**config.mk**
```make
export PLATFORM = sky130hd
export DESIGN_NAME = rob_multi_commit
export DESIGN_NICKNAME = d
export VERILOG_FILES = /design/src/rtl/rob_pkg.sv /design/src/rtl/rob_commit_select.sv /design/src/rtl/rob_multi_commit.sv
export SDC_FILE = /design/constraint.sdc
export NUM_CORES = 2
export LEC_CHECK = 0
export CAP_MARGIN = 20
export CORE_MARGIN = 4
export CORE_UTILIZATION = 45
export CTS_CLUSTER_DIAMETER = 100
export DETAILED_ROUTE_END_ITERATION = 7
export SLEW_MARGIN = 20
export SYNTH_ARGS = -nofsm -noshare
export SYNTH_HDL_FRONTEND = slang
export SYNTH_SLANG_ARGS = --single-unit
```
**constraint.sdc**
```tcl
create_clock -name clk_in -period 16.9 [get_ports clk_in]
set_clock_uncertainty 0.1 [all_clocks]
set_input_delay 4.225 -clock clk_in [delete_from_list [all_inputs] [get_ports clk_in]]
set_output_delay 4.225 -clock clk_in [all_outputs]
set_load 0.01 [all_outputs]
```
**src/rtl/rob_pkg.sv**
```systemverilog
// Shared reorder-buffer definitions: op-type encodings and a control-op helper.
// Latency: none (definitions only).
// Backpressure: none.
package rob_pkg;

  localparam logic [1:0] OP_REGISTER = 2'd0;
  localparam logic [1:0] OP_BRANCH   = 2'd1;
  localparam logic [1:0] OP_JALR     = 2'd2;
  localparam logic [1:0] OP_STORE    = 2'd3;

  // Control ops close the commit window: nothing younger may retire alongside them.
  function automatic logic is_control(input logic [1:0] op);
    return (op == OP_BRANCH) || (op == OP_JALR);
  endfunction

endpackage

```
**src/rtl/rob_commit_select.sv**
```systemverilog
// Picks up to COMMIT_W in-order retirements starting at head.
// Latency: purely combinational.
// Backpressure: the window stops at the first unready entry or just after a control op.
module rob_commit_select
  import rob_pkg::*;
#(
  parameter int ROB_WIDTH = 3,
  parameter int COMMIT_W  = 2
) (
  input  logic [ROB_WIDTH-1:0]        head,
  input  logic [(1<<ROB_WIDTH)-1:0]   busy,
  input  logic [(1<<ROB_WIDTH)-1:0]   ready,
  input  logic [2*(1<<ROB_WIDTH)-1:0] optype,
  output logic [COMMIT_W-1:0]         retire_mask,
  output logic [2:0]                  retire_cnt
);

  logic                 open;
  logic [ROB_WIDTH-1:0] idx;

  // Walk slots oldest-first; a slot retires only if every earlier slot did and no control op preceded it.
  always_comb begin
    retire_mask = '0;
    retire_cnt  = '0;
    open        = 1'b1;
    idx         = head;
    for (int k = 0; k < COMMIT_W; k++) begin
      idx = head + ROB_WIDTH'(k);
      if (open && busy[idx] && ready[idx]) begin
        retire_mask[k] = 1'b1;
        retire_cnt     = retire_cnt + 3'd1;
        if (is_control(optype[2*idx +: 2])) begin
          open = 1'b0;
        end
      end else begin
        open = 1'b0;
      end
    end
  end

endmodule

```
**src/rtl/rob_multi_commit.sv**
```systemverilog
// Reorder buffer with CDB_PORTS result ports and up to COMMIT_W in-order retirements per cycle.
// Latency: a result is retired (outputs registered) the cycle after its entry at the head becomes ready.
// Backpressure: alloc dropped while full; rdy_in low freezes all state. Optional ROB_PERF_EN adds perf counters.
module rob_multi_commit
  import rob_pkg::*;
#(
  parameter int ROB_WIDTH = 3,
  parameter int CDB_PORTS = 2,
  parameter int COMMIT_W  = 2,
  parameter int XLEN      = 32
) (
  input  logic                          clk_in,
  input  logic                          rst_in,
  input  logic                          rdy_in,
  input  logic                          alloc_en,
  input  logic [1:0]                    alloc_optype,
  input  logic [4:0]                    alloc_rd,
  input  logic [XLEN-1:0]               alloc_pc,
  input  logic [XLEN-1:0]               alloc_alt_pc,
  input  logic                          alloc_pred,
  input  logic                          alloc_ready,
  input  logic [XLEN-1:0]               alloc_data,
  output logic [ROB_WIDTH-1:0]          alloc_index,
  output logic                          full,
  output logic                          empty,
  output logic [ROB_WIDTH:0]            count,
  input  logic [CDB_PORTS-1:0]          cdb_en,
  input  logic [CDB_PORTS*ROB_WIDTH-1:0] cdb_index,
  input  logic [CDB_PORTS*XLEN-1:0]     cdb_data,
  output logic [COMMIT_W-1:0]           rf_wr_en,
  output logic [COMMIT_W*5-1:0]         rf_wr_reg,
  output logic [COMMIT_W*ROB_WIDTH-1:0] rf_wr_index,
  output logic [COMMIT_W*XLEN-1:0]      rf_wr_data,
  output logic                          jalr_en,
  output logic [XLEN-1:0]               jalr_target,
  output logic                          redirect_en,
  output logic [XLEN-1:0]               redirect_pc,
  output logic                          bp_en,
  output logic [XLEN-1:0]               bp_pc,
  output logic                          bp_taken,
  output logic                          flush_out
`ifdef ROB_PERF_EN
  ,
  output logic [31:0]                   perf_retired,
  output logic [31:0]                   perf_mispredict
`endif
);

  localparam int DEPTH = 1 << ROB_WIDTH;

  logic [ROB_WIDTH-1:0] head, tail;
  logic [DEPTH-1:0]     busy, ready;
  logic [2*DEPTH-1:0]   op_q;
  logic [DEPTH-1:0]     pred_q;
  logic [4:0]           rd_q   [DEPTH];
  logic [XLEN-1:0]      pc_q   [DEPTH];
  logic [XLEN-1:0]      alt_q  [DEPTH];
  logic [XLEN-1:0]      data_q [DEPTH];

  logic [COMMIT_W-1:0]  retire_mask;
  logic [2:0]           retire_cnt;
  logic                 accept;
  logic [ROB_WIDTH-1:0] slot_idx [COMMIT_W];

  assign alloc_index = tail;
  assign full        = (count == (ROB_WIDTH+1)'(DEPTH));
  assign empty       = (count == '0);
  assign accept      = alloc_en && !full;

  for (genvar k = 0; k < COMMIT_W; k++) begin : g_slot
    assign slot_idx[k] = head + ROB_WIDTH'(k);
  end

  rob_commit_select #(
    .ROB_WIDTH (ROB_WIDTH),
    .COMMIT_W  (COMMIT_W)
  ) u_select (
    .head        (head),
    .busy        (busy),
    .ready       (ready),
    .optype      (op_q),
    .retire_mask (retire_mask),
    .retire_cnt  (retire_cnt)
  );

  // Control state and registered commit outputs; CDB marks before retire-clears so a retiring entry ends idle.
  always_ff @(posedge clk_in or posedge rst_in) begin
    if (rst_in) begin
      head        <= '0;
      tail        <= '0;
      count       <= '0;
      busy        <= '0;
      ready       <= '0;
      rf_wr_en    <= '0;
      rf_wr_reg   <= '0;
      rf_wr_index <= '0;
      rf_wr_data  <= '0;
      jalr_en     <= 1'b0;
      jalr_target <= '0;
      redirect_en <= 1'b0;
      redirect_pc <= '0;
      bp_en       <= 1'b0;
      bp_pc       <= '0;
      bp_taken    <= 1'b0;
      flush_out   <= 1'b0;
    end else if (rdy_in) begin
      rf_wr_en    <= '0;
      jalr_en     <= 1'b0;
      redirect_en <= 1'b0;
      bp_en       <= 1'b0;
      flush_out   <= 1'b0;
      if (flush_out) begin
        head  <= '0;
        tail  <= '0;
        count <= '0;
        busy  <= '0;
        ready <= '0;
      end else begin
        for (int p = 0; p < CDB_PORTS; p++) begin
          if (cdb_en[p] && busy[cdb_index[p*ROB_WIDTH +: ROB_WIDTH]]) begin
            ready[cdb_index[p*ROB_WIDTH +: ROB_WIDTH]] <= 1'b1;
          end
        end
        for (int k = 0; k < COMMIT_W; k++) begin
          if (retire_mask[k]) begin
            busy[slot_idx[k]]  <= 1'b0;
            ready[slot_idx[k]] <= 1'b0;
            case (op_q[2*slot_idx[k] +: 2])
              OP_REGISTER: begin
                rf_wr_en[k]                       <= (rd_q[slot_idx[k]] != 5'd0);
                rf_wr_reg[k*5 +: 5]               <= rd_q[slot_idx[k]];
                rf_wr_index[k*ROB_WIDTH +: ROB_WIDTH] <= slot_idx[k];
                rf_wr_data[k*XLEN +: XLEN]        <= data_q[slot_idx[k]];
              end
              OP_JALR: begin
                rf_wr_en[k]                       <= (rd_q[slot_idx[k]] != 5'd0);
                rf_wr_reg[k*5 +: 5]               <= rd_q[slot_idx[k]];
                rf_wr_index[k*ROB_WIDTH +: ROB_WIDTH] <= slot_idx[k];
                rf_wr_data[k*XLEN +: XLEN]        <= pc_q[slot_idx[k]] + XLEN'(4);
                jalr_en                           <= 1'b1;
                jalr_target                       <= data_q[slot_idx[k]];
              end
              OP_BRANCH: begin
                bp_en    <= 1'b1;
                bp_pc    <= pc_q[slot_idx[k]];
                bp_taken <= data_q[slot_idx[k]][0];
                if (data_q[slot_idx[k]][0] != pred_q[slot_idx[k]]) begin
                  redirect_en <= 1'b1;
                  redirect_pc <= alt_q[slot_idx[k]];
                  flush_out   <= 1'b1;
                end
              end
              default: ;
            endcase
          end
        end
        if (accept) begin
          busy[tail]  <= 1'b1;
          ready[tail] <= alloc_ready;
          tail        <= tail + 1'b1;
        end
        head  <= head + ROB_WIDTH'(retire_cnt);
        count <= count + (ROB_WIDTH+1)'(accept) - (ROB_WIDTH+1)'(retire_cnt);
      end
    end
  end

  // Entry payload: captured at allocation, data overwritten by CDB results for busy entries.
  always_ff @(posedge clk_in) begin
    if (rdy_in && !flush_out) begin
      for (int p = 0; p < CDB_PORTS; p++) begin
        if (cdb_en[p] && busy[cdb_index[p*ROB_WIDTH +: ROB_WIDTH]]) begin
          data_q[cdb_index[p*ROB_WIDTH +: ROB_WIDTH]] <= cdb_data[p*XLEN +: XLEN];
        end
      end
      if (accept) begin
        op_q[2*tail +: 2] <= alloc_optype;
        rd_q[tail]        <= alloc_rd;
        pc_q[tail]        <= alloc_pc;
        alt_q[tail]       <= alloc_alt_pc;
        pred_q[tail]      <= alloc_pred;
        data_q[tail]      <= alloc_data;
      end
    end
  end

`ifdef ROB_PERF_EN
  logic mispredict;

  // A mispredicted branch is being retired this cycle.
  always_comb begin
    mispredict = 1'b0;
    for (int k = 0; k < COMMIT_W; k++) begin
      if (retire_mask[k] && (op_q[2*slot_idx[k] +: 2] == OP_BRANCH) &&
          (data_q[slot_idx[k]][0] != pred_q[slot_idx[k]])) begin
        mispredict = 1'b1;
      end
    end
  end

  // Saturating perf counters; only reset clears them, a flush does not.
  always_ff @(posedge clk_in or posedge rst_in) begin
    if (rst_in) begin
      perf_retired    <= '0;
      perf_mispredict <= '0;
    end else if (rdy_in && !flush_out) begin
      if (perf_retired > (32'hFFFF_FFFF - 32'(retire_cnt))) begin
        perf_retired <= 32'hFFFF_FFFF;
      end else begin
        perf_retired <= perf_retired + 32'(retire_cnt);
      end
      if (mispredict && (perf_mispredict != 32'hFFFF_FFFF)) begin
        perf_mispredict <= perf_mispredict + 32'd1;
      end
    end
  end
`endif

endmodule

```
After elaboration in Yosys (flattened, before gate mapping)
Memory sizes are Yosys's and may differ from the RTL's.
Index checks and enable logic that the tools add are counted.
{"block": "totals", "wordCells": 209, "memories": 4, "mem_bits_rw": 808, "output_inout_bits": 192, "ff_bits": 232, "input_bits": 181}
{"name": "alt_q", "words": 8, "width": 32, "read_ports": 2, "rd_clocked_by_memory_dff": 0, "wr": 1, "line": "rob_multi_commit.sv:57", "text": "logic [XLEN-1:0] alt_q [DEPTH];"}
{"name": "data_q", "words": 8, "width": 32, "read_ports": 2, "rd_clocked_by_memory_dff": 0, "wr": 3, "line": "rob_multi_commit.sv:58", "text": "logic [XLEN-1:0] data_q [DEPTH];"}
{"name": "pc_q", "words": 8, "width": 32, "read_ports": 2, "rd_clocked_by_memory_dff": 0, "wr": 1, "line": "rob_multi_commit.sv:56", "text": "logic [XLEN-1:0] pc_q [DEPTH];"}
{"name": "rd_q", "words": 8, "width": 5, "read_ports": 2, "rd_clocked_by_memory_dff": 0, "wr": 1, "line": "rob_multi_commit.sv:55", "text": "logic [4:0] rd_q [DEPTH];"}
{"block": "op_classes", "eq_ne": 7, "muxes": 112, "reduce_logical": 32, "order_cmp": 10, "n_addsub": 9, "shifts": 4, "bitwise_logic": 10}
{"cell": "$mux 32", "count": 14}
{"cell": "$mux 8", "count": 22}
{"cell": "$pmux 32 s2", "count": 2}
{"cell": "$add 32x3->32 const B", "count": 2}
{"cell": "$mux 1", "count": 52}
{"cell": "$neg 4->34", "count": 1}
{"cell": "$shift 2x34->16 const A", "count": 1}
{"cell": "$shiftx 2x34->16", "count": 1}
{"cell": "$and 8x8->8", "count": 4}
{"cell": "$shiftx 16x5->2", "count": 2}
{"cell": "$bmux 1 s3", "count": 8}
{"cell": "$or 8x8->8", "count": 3}
{"cell": "$lt 3x4->1 const B", "count": 5}
{"cell": "$bwmux 16", "count": 1}
{"cell": "$bwmux 8", "count": 2}
{"cell": "$not 8->8", "count": 2}
{"cell": "$reduce_and 4->1", "count": 4}
{"cell": "$demux 1 s3", "count": 5}
{"cell": "$ge 3x1->1 const B", "count": 5}
{"cell": "$logic_and 1x1->1", "count": 12}
{"cell": "$mux 3", "count": 4}
{"cell": "$reduce_bool 5->1", "count": 2}
{"cell": "$add 3x1->3 const B", "count": 2}
{"cell": "$reduce_and 2->1", "count": 3}
{"cell": "17 further kinds", "count": 25}

Depth between registers and ports, before layout
{"block": "depth", "word_depth": 23, "ltp_mapped": 24, "ltp_nobuf": 15}

By module
A second synthesis with hierarchy kept.
{"block": "unflattened", "hier_cells": 4291, "area_unflattened_um2": 54831.3}
{"mod": "rob_multi_commit", "cells_per_inst": 4254, "area_per_inst_um2": 54476.0, "n_inst": 1, "seq_area_each_um2": 30189.0}
{"mod": "rob_commit_select", "cells_per_inst": 37, "area_per_inst_um2": 355.3, "n_inst": 1, "seq_area_each_um2": 0.0}

Worst setup path before layout
OpenSTA, ideal clock, no wires.
{"block": "synth_path", "kind": "input to register", "from": "input port alloc_en", "to": "memory alt_q[2][0], enable pin", "required_ns": 16.338, "cell_stages": 8, "t_arrival_ns": 7.597, "slack_ns": 8.741, "path_buffers": 3, "setup_ns": 0.462, "cell_sequence": "nor2b_1 -> clkbuf_1 -> inv_1 -> nor3_1 -> nand2_1 -> nor2_1 -> clkbuf_1 -> clkbuf_1"}
{"block": "synth_via", "elab_chain_cells": 4}
{"item": "start, declared", "line": "rob_multi_commit.sv:15", "text": "input logic alloc_en,"}
{"item": "$logic_and 1x1->1", "line": "rob_multi_commit.sv:68", "text": "assign accept = alloc_en && !full;"}
{"item": "$mux 1", "line": "rob_multi_commit.sv:176", "text": "if (accept) begin"}
{"item": "$mux 1", "line": "rob_multi_commit.sv:170", "text": "if (rdy_in && !flush_out) begin"}
{"item": "$mux 1 (implied by the code)", "line": "rob_multi_commit.sv:180", "text": "alt_q[tail] <= alloc_alt_pc;"}
{"item": "end, declared", "line": "rob_multi_commit.sv:57"}
Every way passes these cells.

==> results.json <==
{
  "slew_viol_final": 0,
  "worstMarginPinSlew_ps": 1320,
  "ys_seq_area_frac": 0.551,
  "tns_ps": 0,
  "path_delay_family": "buffers and inverters",
  "p_comb_frac": 0.420,
  "overflow": 0,
  "syn_area_mm2": 0.0548,
  "power_mw": 10.3,
  "async_reset_ff_frac": 0.200,
  "min_path_cells": 2,
  "fmax_mhz": 110,
  "grt_pass1_vias": 41900,
  "core.rowCount": 127,
  "cts_tree": "done",
  "switching_power_mw": 4.16,
  "p_int_mw": 6.13,
  "ys_warn_count": 0,
  "max-slew-margin-rel": 0.122,
  "dpl.hpwl_um": 136000,
  "grt.busiest_layer": "met2",
  "vias_per_cell": 6.68,
  "reg_top3": "alt_q (256), data_q (256), pc_q (256)",
  "die-area_mm2": 0.127,
  "startpoint_type": "primary input",
  "worstPathMaxFanout": 58,
  "grt_use_met3": 0.102,
  "vias": 43700,
  "post-synth-top-area-cell": "edfxtp_1",
  "leakagePower_nw": 22.7,
  "io_buffers": 372,
  "final_util": 0.528,
  "rsz0062_at_grt": "false",
  "die_w_um": 357,
  "htree_levels": 3,
  "die_h_um": 357,
  "timing.final.crit_share": 0.538,
  "core_area_mm2": 0.120,
  "netlist_instances": 4670,
  "place_congestion": 0.945,
  "cp.depth": 8,
  "fin_crit_ps": 9100,
  "wl_um": 219000,
  "clockBufferDepth": 3,
  "fillers": 10400,
  "io_pins": 373,
  "powerDensity_mw_per_mm2": 162,
  "outcome": "completed",
  "ys_types": 90,
  "cts.sinks": 1040,
  "power_frac_seq": 0.336,
  "fin_nets": 4999,
  "syn_nets": 4873,
  "synth_seq_cells": 1040,
  "path_common_cell": "buf_4",
  "grt_max_degree": 132,
  "synth_top_area_frac": 0.456,
  "switching_share": 0.404,
  "cts-root-buf": "clkbuf_16",
  "insertion_delay_ps": 730,
  "vdd_drop_max_uv": 146,
  "power_frac_clock": 0.245,
  "crit_path_top_delay_cell": "clkdlybuf4s50_1",
  "cts_resized": 0,
  "syn_to_final_growth_pct": 16.0,
  "hold_path.class": "reg2reg",
  "crit_buf_inv": 3,
  "grt_first_pass_wirelength_um": 308000,
  "initial_core_util": 0.455,
  "setup_viol": 0,
  "ys_top_cells_by_area": "edfxtp_1, dfrtp_1, mux2i_1",
  "grt_usage": 0.335,
  "final_layout_size_suffix_gt1_frac": 0.114,
  "rr_worst_depth": 14,
  "worstPathArrival_ps": 9420,
  "post_cts_buffers": 0,
  "end_kind": "flip-flop",
  "hold_violations": 0,
  "antenna_found_initial": 37,
  "postRouteAntennaNets": 0,
  "avgSynthCellArea_um2": 11.7,
  "routedWlPerCell_um": 33.5,
  "ys.flop_type": "edfxtp_1",
  "drtIter0Drc": 5863,
  "post-route-drc-count": 0,
  "grtUsageMet2": 0.510,
  "synth_edf_count": 832,
  "required_ps": 17230,
  "ctsHoldBuffers": 0,
  "path_clk_slew_ps": 60,
  "critPathKind": "in2reg",
  "numCtsBuffers": 114,
  "cap_viol_max_count": 0,
  "first_pass_iters": 8,
  "use_met1": 0.432,
  "worstPathCellList": "clkdlybuf4s50_1 > nand2b_4 > nor3_1 > nand2_1 > nor2_4 > buf_4 > buf_4 > o21ai_0",
  "cpPeakStageDelay_ps": 930
}
[cells in the mapped netlist (all sizes together), types with 91 or more instances]
library cell	number
a221oi	92
mux2i	461
mux4	116
nand3	91
buf	186
o21ai	440
a22oi	204
dfrtp	208
nor2	151
nand2	584
edfxtp	832
a21oi	165
clkbuf	297
[power by group through the flow]
stage,registers (mW),logic [mW],clock network (mW)
2_1_floorplan,3.42,2.40,0
3_3_place_gp,3.48,4.15,0
3_5_place_dp,3.49,4.19,0
4_1_cts,3.44,4.20,2.53
5_1_grt,3.48,4.47,2.64
6_report,3.45,4.32,2.52
[through the flow]
step | cell area, um^2 | hold slack, ps | std cells | setup slack [ps]
finish | 63600 | 378 | 6539 | 7800
global route | 63500 | 413 | 6524 | 7630
CTS | 63400 | 382 | 6507 | 7960
floorplan | 54800 | 395 | 4670 | 6890
detailed placement | 59700 | 370 | 6291 | 7160
global placement | 59700 | 365 | 6290 | 7310
[tightest hold or removal path: cells and delay by family, from the launching register on]
family,cells,cell delay [ps]
simple gates,1,50
flops,1,340
compound gates,1,60
[cell type report]
cell class,instances,area [um^2],area share
Tap cell,1612,2020,0.0317
Inverter,36,155,0.00244
Antenna cell,31,77.6,0.00122
Clock buffer,150,3040,0.0478
Clock inverter,66,672,0.0106
Timing Repair Buffer,493,4690,0.0737
Sequential cell,1040,30200,0.475
Multi-Input combinational cell,3111,22700,0.357
[cell families after synthesis]
kind of cell               after synthesis  share of synthesized area
muxes                                  650                      0.147
xor gates and xnor gates                53                    0.00861
adders and majority gates               22                    0.00530
buffers and inverters                  519                     0.0416
DFF                                   1040                      0.551
AOI/OAI and AO/OA                     1277                      0.153
and+or+nand+nor                       1109                     0.0935
[cells in the final DEF, fill, tap and decap left out, types with 85 or more instances in the layout]
| master | n |
|---|---|
| mux4_2 | 116 |
| buf_4 | 116 |
| edfxtp_1 | 832 |
| a221oi_1 | 92 |
| clkdlybuf4s50_1 | 372 |
| nor2_1 | 138 |
| nand2_1 | 581 |
| nand3_1 | 85 |
| mux2i_1 | 461 |
| a21oi_1 | 157 |
| o21ai_0 | 437 |
| a22oi_1 | 204 |
| dfrtp_1 | 205 |
| clkbuf_16 | 115 |
[final timing paths]
path / start / endpoint / slack, ps
min reg2reg: rf_wr_reg[8]$_DFFE_PP0P_ / rf_wr_reg[8]$_DFFE_PP0P_ / 380
max in group asynchronous: rst_in / head[1]$_DFFE_PP0P_ / 10350
max: rdy_in / data_q[2][2]$_DFFE_PP_ / 7800
min: rf_wr_reg[8]$_DFFE_PP0P_ / rf_wr_reg[8]$_DFFE_PP0P_ / 380
min in group asynchronous: rst_in / redirect_pc[3]$_DFFE_PP0P_ / 3890
max reg2reg: head[2]$_DFFE_PP0P_ / redirect_pc[27]$_DFFE_PP0P_ / 10390
[layer usage]
metal,part of all wire,routed length (um)
met1,0.37,81500
met5,0.00091,200
met3,0.13,27700
met2,0.44,97000
met4,0.059,12900
No activity file was read; power rests on OpenSTA's default activity.
